### config.mk
export PLATFORM = sky130hd
export DESIGN_NAME = multi_port_free_list
export DESIGN_NICKNAME = d
export VERILOG_FILES = /design/src/rtl/multi_port_free_list.sv
export SDC_FILE = /design/constraint.sdc
export NUM_CORES = 1
export LEC_CHECK = 0
export CAP_MARGIN = 10
export CORE_MARGIN = 2
export CORE_UTILIZATION = 30
export DETAILED_ROUTE_END_ITERATION = 12
export SYNTH_ARGS = -nofsm -noshare
export SYNTH_HDL_FRONTEND = slang
export SYNTH_SLANG_ARGS = --single-unit
### constraint.sdc
create_clock -name clk -period 8.5 [get_ports clk]
set_input_delay 1.7 -clock clk [delete_from_list [all_inputs] [get_ports clk]]
set_output_delay 1.7 -clock clk [all_outputs]
set_load 0.05 [all_outputs]
### src/rtl/multi_port_free_list.sv
// Multi-port physical register free list: circular queue with all-or-nothing allocation and packed releases.
// Optional output free_count is enabled by defining FREE_LIST_COUNT_EN.
module multi_port_free_list #(
  parameter int unsigned DEPTH      = 32,
  parameter int unsigned PHYS_WIDTH = 6,
  parameter int unsigned DEQ_PORTS  = 2,
  parameter int unsigned ENQ_PORTS  = 2,
  parameter int unsigned RESET_BASE = 32,
  localparam int unsigned ADDR_WIDTH = $clog2(DEPTH),
  localparam int unsigned CW         = ADDR_WIDTH + 1
) (
  input  logic                                 clk,
  input  logic                                 rst,
  input  logic [ENQ_PORTS-1:0]                 enq_valid,
  input  logic [ENQ_PORTS-1:0][PHYS_WIDTH-1:0] enq_preg,
  input  logic [DEQ_PORTS-1:0]                 deq_req,
  output logic [DEQ_PORTS-1:0][PHYS_WIDTH-1:0] deq_preg,
  output logic                                 deq_grant,
  input  logic                                 br_flush,
  input  logic [CW-1:0]                        rollback_head,
  output logic [CW-1:0]                        head_out,
`ifdef FREE_LIST_COUNT_EN
  output logic [CW-1:0]                        free_count,
`endif
  output logic                                 fl_empty,
  output logic                                 fl_full
);

  logic [PHYS_WIDTH-1:0] r_queue [DEPTH];
  logic [CW-1:0]         r_head;
  logic [CW-1:0]         r_tail;

  logic [CW-1:0]         w_occ;
  logic [CW-1:0]         w_reqCnt;
  logic [CW-1:0]         w_popCnt;
  logic [CW-1:0]         w_space;
  logic [CW-1:0]         w_enqCnt;
  logic [CW-1:0]         w_deqRank [DEQ_PORTS];
  logic [CW-1:0]         w_enqRank [ENQ_PORTS];
  logic [ADDR_WIDTH-1:0] w_deqIdx  [DEQ_PORTS];
  logic [ADDR_WIDTH-1:0] w_enqIdx  [ENQ_PORTS];
  logic [ENQ_PORTS-1:0]  w_enqAcc;

  assign w_occ    = r_tail - r_head;
  assign fl_empty = (w_occ == '0);
  assign fl_full  = (r_head[ADDR_WIDTH-1:0] == r_tail[ADDR_WIDTH-1:0]) &&
                    (r_head[ADDR_WIDTH] != r_tail[ADDR_WIDTH]);
  assign head_out = r_head;

`ifdef FREE_LIST_COUNT_EN
  assign free_count = w_occ;
`endif

  // Allocation: each requesting lane takes the next entry after all lower requesting lanes.
  always_comb begin
    w_reqCnt = '0;
    for (int i = 0; i < DEQ_PORTS; i++) begin
      w_deqRank[i] = w_reqCnt;
      if (deq_req[i]) w_reqCnt = w_reqCnt + CW'(1);
    end
    deq_grant = (w_reqCnt <= w_occ);
    w_popCnt  = deq_grant ? w_reqCnt : '0;
    for (int i = 0; i < DEQ_PORTS; i++) begin
      w_deqIdx[i] = r_head[ADDR_WIDTH-1:0] + ADDR_WIDTH'(w_deqRank[i]);
      deq_preg[i] = (deq_req[i] && deq_grant) ? r_queue[w_deqIdx[i]] : '0;
    end
  end

  // A flush discards this cycle's pop, so only real pops free up room for releases.
  always_comb begin
    w_space  = CW'(DEPTH) - w_occ + (br_flush ? '0 : w_popCnt);
    w_enqCnt = '0;
    w_enqAcc = '0;
    for (int j = 0; j < ENQ_PORTS; j++) begin
      w_enqRank[j] = w_enqCnt;
      w_enqIdx[j]  = r_tail[ADDR_WIDTH-1:0] + ADDR_WIDTH'(w_enqCnt);
      if (enq_valid[j] && (w_enqCnt < w_space)) begin
        w_enqAcc[j] = 1'b1;
        w_enqCnt    = w_enqCnt + CW'(1);
      end
    end
  end

  always_ff @(posedge clk) begin
    if (rst) begin
      r_head <= '0;
      r_tail <= CW'(DEPTH);
      for (int i = 0; i < DEPTH; i++) begin
        r_queue[i] <= PHYS_WIDTH'(RESET_BASE + i);
      end
    end else begin
      if (br_flush) begin
        r_head <= rollback_head;
      end else if (deq_grant) begin
        r_head <= r_head + w_reqCnt;
      end
      r_tail <= r_tail + w_enqCnt;
      for (int j = 0; j < ENQ_PORTS; j++) begin
        if (w_enqAcc[j]) r_queue[w_enqIdx[j]] <= enq_preg[j];
      end
    end
  end

endmodule

# --- Yosys cells after proc, flatten, opt, wreduce, memory -nomap -nowiden ---
# Memories as Yosys holds them, arrays and structs flattened. A register that Yosys moved wholly into a read port is not among the register bits.
# Cells that the tools add are included.
# Widths: inputs -> output; s select.
totals:
  mem_bits_ro: 0
  mem_count: 1
  input_bits: 25
  ramBits: 192
  output_inout_bits: 21
  register_bits: 12
  wordCells: 54
  latchBits: 0
mem_list:
  columns: ["memory", "depth", "word_bits", "rd", "rd_ports_with_merged_regs", "wr", "line", "text"]
  rows:
  - ["r_queue", 32, 6, 2, 1, 32, "29", "logic [PHYS_WIDTH-1:0] r_queue [DEPTH];"]
classes:
  reduce_logical: 9
  eq_ne: 2
  n_div: 0
  bitwise_logic: 0
  shift: 0
  order_cmp: 3
  add_sub_neg: 9
  n_mux: 28
  mul: 0
ops:
  columns: ["op", "count"]
  rows:
  - ["$mux 6", 10]
  - ["$mux 5", 4]
  - ["$add 6x6->6", 3]
  - ["$mux 1", 14]
  - ["$add 6x1->6 const B", 2]
  - ["$reduce_or 6->1", 2]
  - ["$add 5x5->5", 2]
  - ["$le 6x6->1", 1]
  - ["$logic_not 6->1", 1]
  - ["$lt 1x6->1 const A", 1]
  - ["$lt 6x6->1", 1]
  - ["$sub 6x6->6", 1]
  - ["$sub 6x6->6 const A", 1]
  - ["$eq 5x5->1", 1]
  - ["$logic_and 1x1->1", 5]
  - ["$reduce_bool 2->1", 1]
  - ["$ne 1x1->1", 1]

# --- Longest topological paths before layout ---
depth:
  ltp_word: 18
  mapped_depth: 27

# --- Worst setup path after synthesis ---
# No wires, ideal clock.
synth_path:
  path_kind: "in2reg"
  start: "input port deq_req[0]"
  end: "memory r_queue[7][0], enable pin"
  path_buffers: 1
  setup_slack_ns: 1.214
  setup_ns: 0.393
  t_required_ns: 8.107
  arrival_ns: 6.893
  path_stages: 25
  path_cell_list: "ha_1 inv_1 ha_1 nand2_1 o21ai_0 nor4_1 a21oi_1 nand2_1 inv_1 ha_1 a21oi_1 or4b_1 a21oi_1 buf_2 nand2_2 and2_1 ha_1 ha_1 nor2b_1 nand3_1 mux2i_1 nor2b_1 nand2_1 a21o_1 o311ai_0"
synth_rtl:
  columns: ["item", "line", "text"]
  rows:
  - ["start, declared", "16", "input logic [DEQ_PORTS-1:0] deq_req,"]
  - ["end, declared", "29", null]

==> results.py <==
metrics = {
    "routing": {
        "route.detailed.drc": 0,
        "via_per_inst": 6.28,
        "wire_per_inst_microns": 28.5,
        "drt_iter0_drc": 1914,
        "wirelength_mm": 58.1,
        "num_vias": 12800,
        "drtAntennaViolNets": 0,
        "drt-pass1-iter-count": 6,
    },
    "global_route": {
        "grt.overflow.total": 0,
        "antenna_found_initial": 3,
        "grt_first_pass_wirelength_mm": 85.1,
        "grt_pass1_vias": 12327,
        "grt_max_degree": 99,
        "grt.total_usage_pct": 21.5,
    },
    "timing": {
        "rsz0062_at_grt": "false",
        "timing.hold.ws_ns": 0.561,
        "final.min_clock_period_ns": 7.61,
        "tightest_slew_ns": 1.12,
        "relSlewSlack_pct": 25.0,
        "hold_violations": 0,
        "skew_ns": 0.0115,
        "fin_setup_tns_ns": 0,
        "drv_slew": 0,
        "fmax_mhz": 131,
        "fin_crit_sh_pct": 89.5,
        "setup_viol": 0,
    },
    "logic_synthesis": {
        "netlist_instances": 1354,
        "ys_ff_latch": 209,
        "avgSynthCellArea_sq_um": 11.4,
        "synth-edff-count": 192,
        "yosys_warnings": 0,
        "syn_area_sq_um": 15500,
        "syn-num-nets": 1402,
        "synth_top_area_cell": "edfxtp_1",
        "synth_top_cell_area_share_pct": 37.2,
        "yosys-top-cells-area": "edfxtp_1 37%, mux4_2 17%, mux2_2 8.8%",
        "synth_seq_area_share_pct": 39.4,
        "synthArstFlopShare_pct": 0,
        "synth.distinct_cells": 61,
        "synthFlopType": "edfxtp_1",
    },
    "final_layout": {
        "layout.nets": 1390,
        "register_area_sq_um": 6110,
        "stdcell_area_sq_um": 17500,
        "drive_gt1_share_pct": 26.9,
        "area_growth_syn_to_layout_pct": 12.9,
        "antennaDiodeCount": 0,
        "multi_input_area_sq_um": 8890,
        "final_cell_mix": "192 x edfxtp_1, 136 x nand2_1, 129 x nor2_1",
        "nFillCells": 5054,
        "layout_commonest_cell": "edfxtp_1",
    },
    "clocking": {
        "numCtsBuffers": 25,
        "cts-root-buf": "clkbuf_16",
        "insertion_delay_ns": 0.56,
        "ctsHoldBuffers": 0,
        "cts_tree": "done",
        "max-clock-path-buffers": 3,
        "htreeDepth": 1,
        "cts_num_sinks": 209,
        "cts.clk_slew.worst_paths_ns": 0.06,
        "cts_resized": 0,
        "post_cts_buffers": 0,
    },
    "placement": {
        "dpl.hpwl_mm": 37.4,
        "gp_congestion": 0.951,
        "dpl-instance-area_sq_um": 16700,
        "io_buffers": 45,
    },
    "die": {
        "dieHeight_microns": 231,
        "ioPinCount": 46,
        "start_util_pct": 30.3,
        "core_sq_um": 51200,
        "die-area_sq_um": 53500,
        "die_w_microns": 231,
        "rows": 83,
    },
    "run_status": {
        "outcome": "completed",
    },
    "critical_path": {
        "r2r-start": "r_tail[1]",
        "reg2reg_to": "r_queue[7][3]",
        "startpoint_type": "input port",
        "critPathKind": "in2reg",
        "ff2ff_setup_slack_ns": 1.34,
        "arrival_ns": 7.88,
        "rr_worst_depth": 25,
        "endpoint_kind": "register",
        "critPathRequiredTime_ns": 8.77,
        "cp-startpoint": "deq_req[0]",
        "critPathCapture": "r_queue[7][3]",
        "cp_max_fo": 10,
    },
    "min_path": {
        "hold_class": "reg2reg",
        "worst_hold_startpoint": "r_tail[5]",
    },
    "job": {
        "cap_viol_max_count": 0,
    },
    "power_and_ir_drop": {
        "p_leak_nw": 5.12,
        "irDropWorstVdd_uv": 304,
        "power.total_mw": 4.04,
        "power.density_nw_per_um2": 231,
    },
}
==> how the worst min path moves through the flow <==
stage,to,depth (start not counted),slack (ns)
finish,r_tail[5],2,0.56
global route,r_tail[5],2,0.60
CTS,r_tail[5],2,0.56
detailed placement,r_tail[5],2,0.55
global placement,r_tail[5],2,0.54
floorplan,r_tail[5],2,0.52
==> critical path: stages <==
cell and delay, ns:
clkdlybuf4s50_1 0.49, ha_1 0.29, ha_1 0.32, nor2b_1 0.13, o21ai_0 0.19, nor4_1 0.10
a21oi_1 0.21, nand2_1 0.08, ha_1 0.23, fa_1 0.46, nor2_1 0.14, or4b_1 0.60
a21oi_4 0.21, nand2_2 0.21, and2_1 0.26, ha_1 0.23, ha_1 0.28, nor2b_1 0.19
nand3_1 0.12, mux2i_1 0.19, nor2b_1 0.32, nand2_1 0.19, a21o_1 0.28, o311ai_0 0.20
buf_4 0.26
==> cell usage after synthesis (14+ instances only) <==
| library cell | instances |
|---|---|
| a211oi_1 | 29 |
| a21oi_1 | 98 |
| a31oi_1 | 30 |
| buf_1 | 15 |
| buf_2 | 20 |
| clkbuf_1 | 86 |
| dfxtp_1 | 17 |
| edfxtp_1 | 192 |
| ha_1 | 19 |
| inv_1 | 16 |
| mux2_1 | 41 |
| mux2_2 | 121 |
| mux2i_1 | 16 |
| mux4_2 | 120 |
| nand2_1 | 136 |
| nand3_1 | 14 |
| nor2_1 | 130 |
| o211ai_1 | 35 |
| o21ai_0 | 66 |
==> sequential cells by signal, summed over array words and instances (netlist names), named ones only <==
| register | count |
|---|---|
| r_tail | 6 |
| head_out | 6 |
| r_queue | 192 |
==> stage by stage <==
stage	utilization (%)	std cells	worst slack [ns]
CTS	34.2	2038	0.995
global route	34.2	2038	0.475
detailed placement	32.6	1995	0.462
finish	34.2	2038	0.892
global placement	32.6	1995	0.599
floorplan	-	1354	1.21
==> final cells by class <==
class | instances | area share [%]
clock buffer | 32 | 3.90
tap | 680 | 4.86
timing repair buffer | 87 | 4.52
clock inverter | 11 | 0.601
sequential | 209 | 34.9
multi-input combinational | 1003 | 50.8
inverter | 16 | 0.343
==> power by group <==
group | internal [mW] | total (mW) | switching [mW]
clock network | 0.622 | 1.08 | 0.461
registers | 1.18 | 1.25 | 0.0713
logic | 0.469 | 1.71 | 1.24
==> routing by layer <==
layer | global-route usage (%) | routed length, microns | vias up
met4 | 9.33 | 2600 | 6
met3 | 5.18 | 8140 | 173
li1 | - | - | 5230
met5 | 0 | 35 | -
met2 | 32.2 | 25400 | 1065
met1 | 29.5 | 22000 | 6326
==> cells by family (layout without fill, tap and decap cells) <==
kind of cell | count (synthesis) | in the layout | synth area share, %
xor+xnor | 16 | 16 | 1.05
fa+ha+maj | 23 | 23 | 2.05
flops | 209 | 209 | 39.4
simple gates | 333 | 333 | 9.05
mux | 298 | 298 | 30.3
buf+inv | 142 | 146 | 3.75
compound gates | 333 | 333 | 14.4
(Power assumes the default switching activity.)
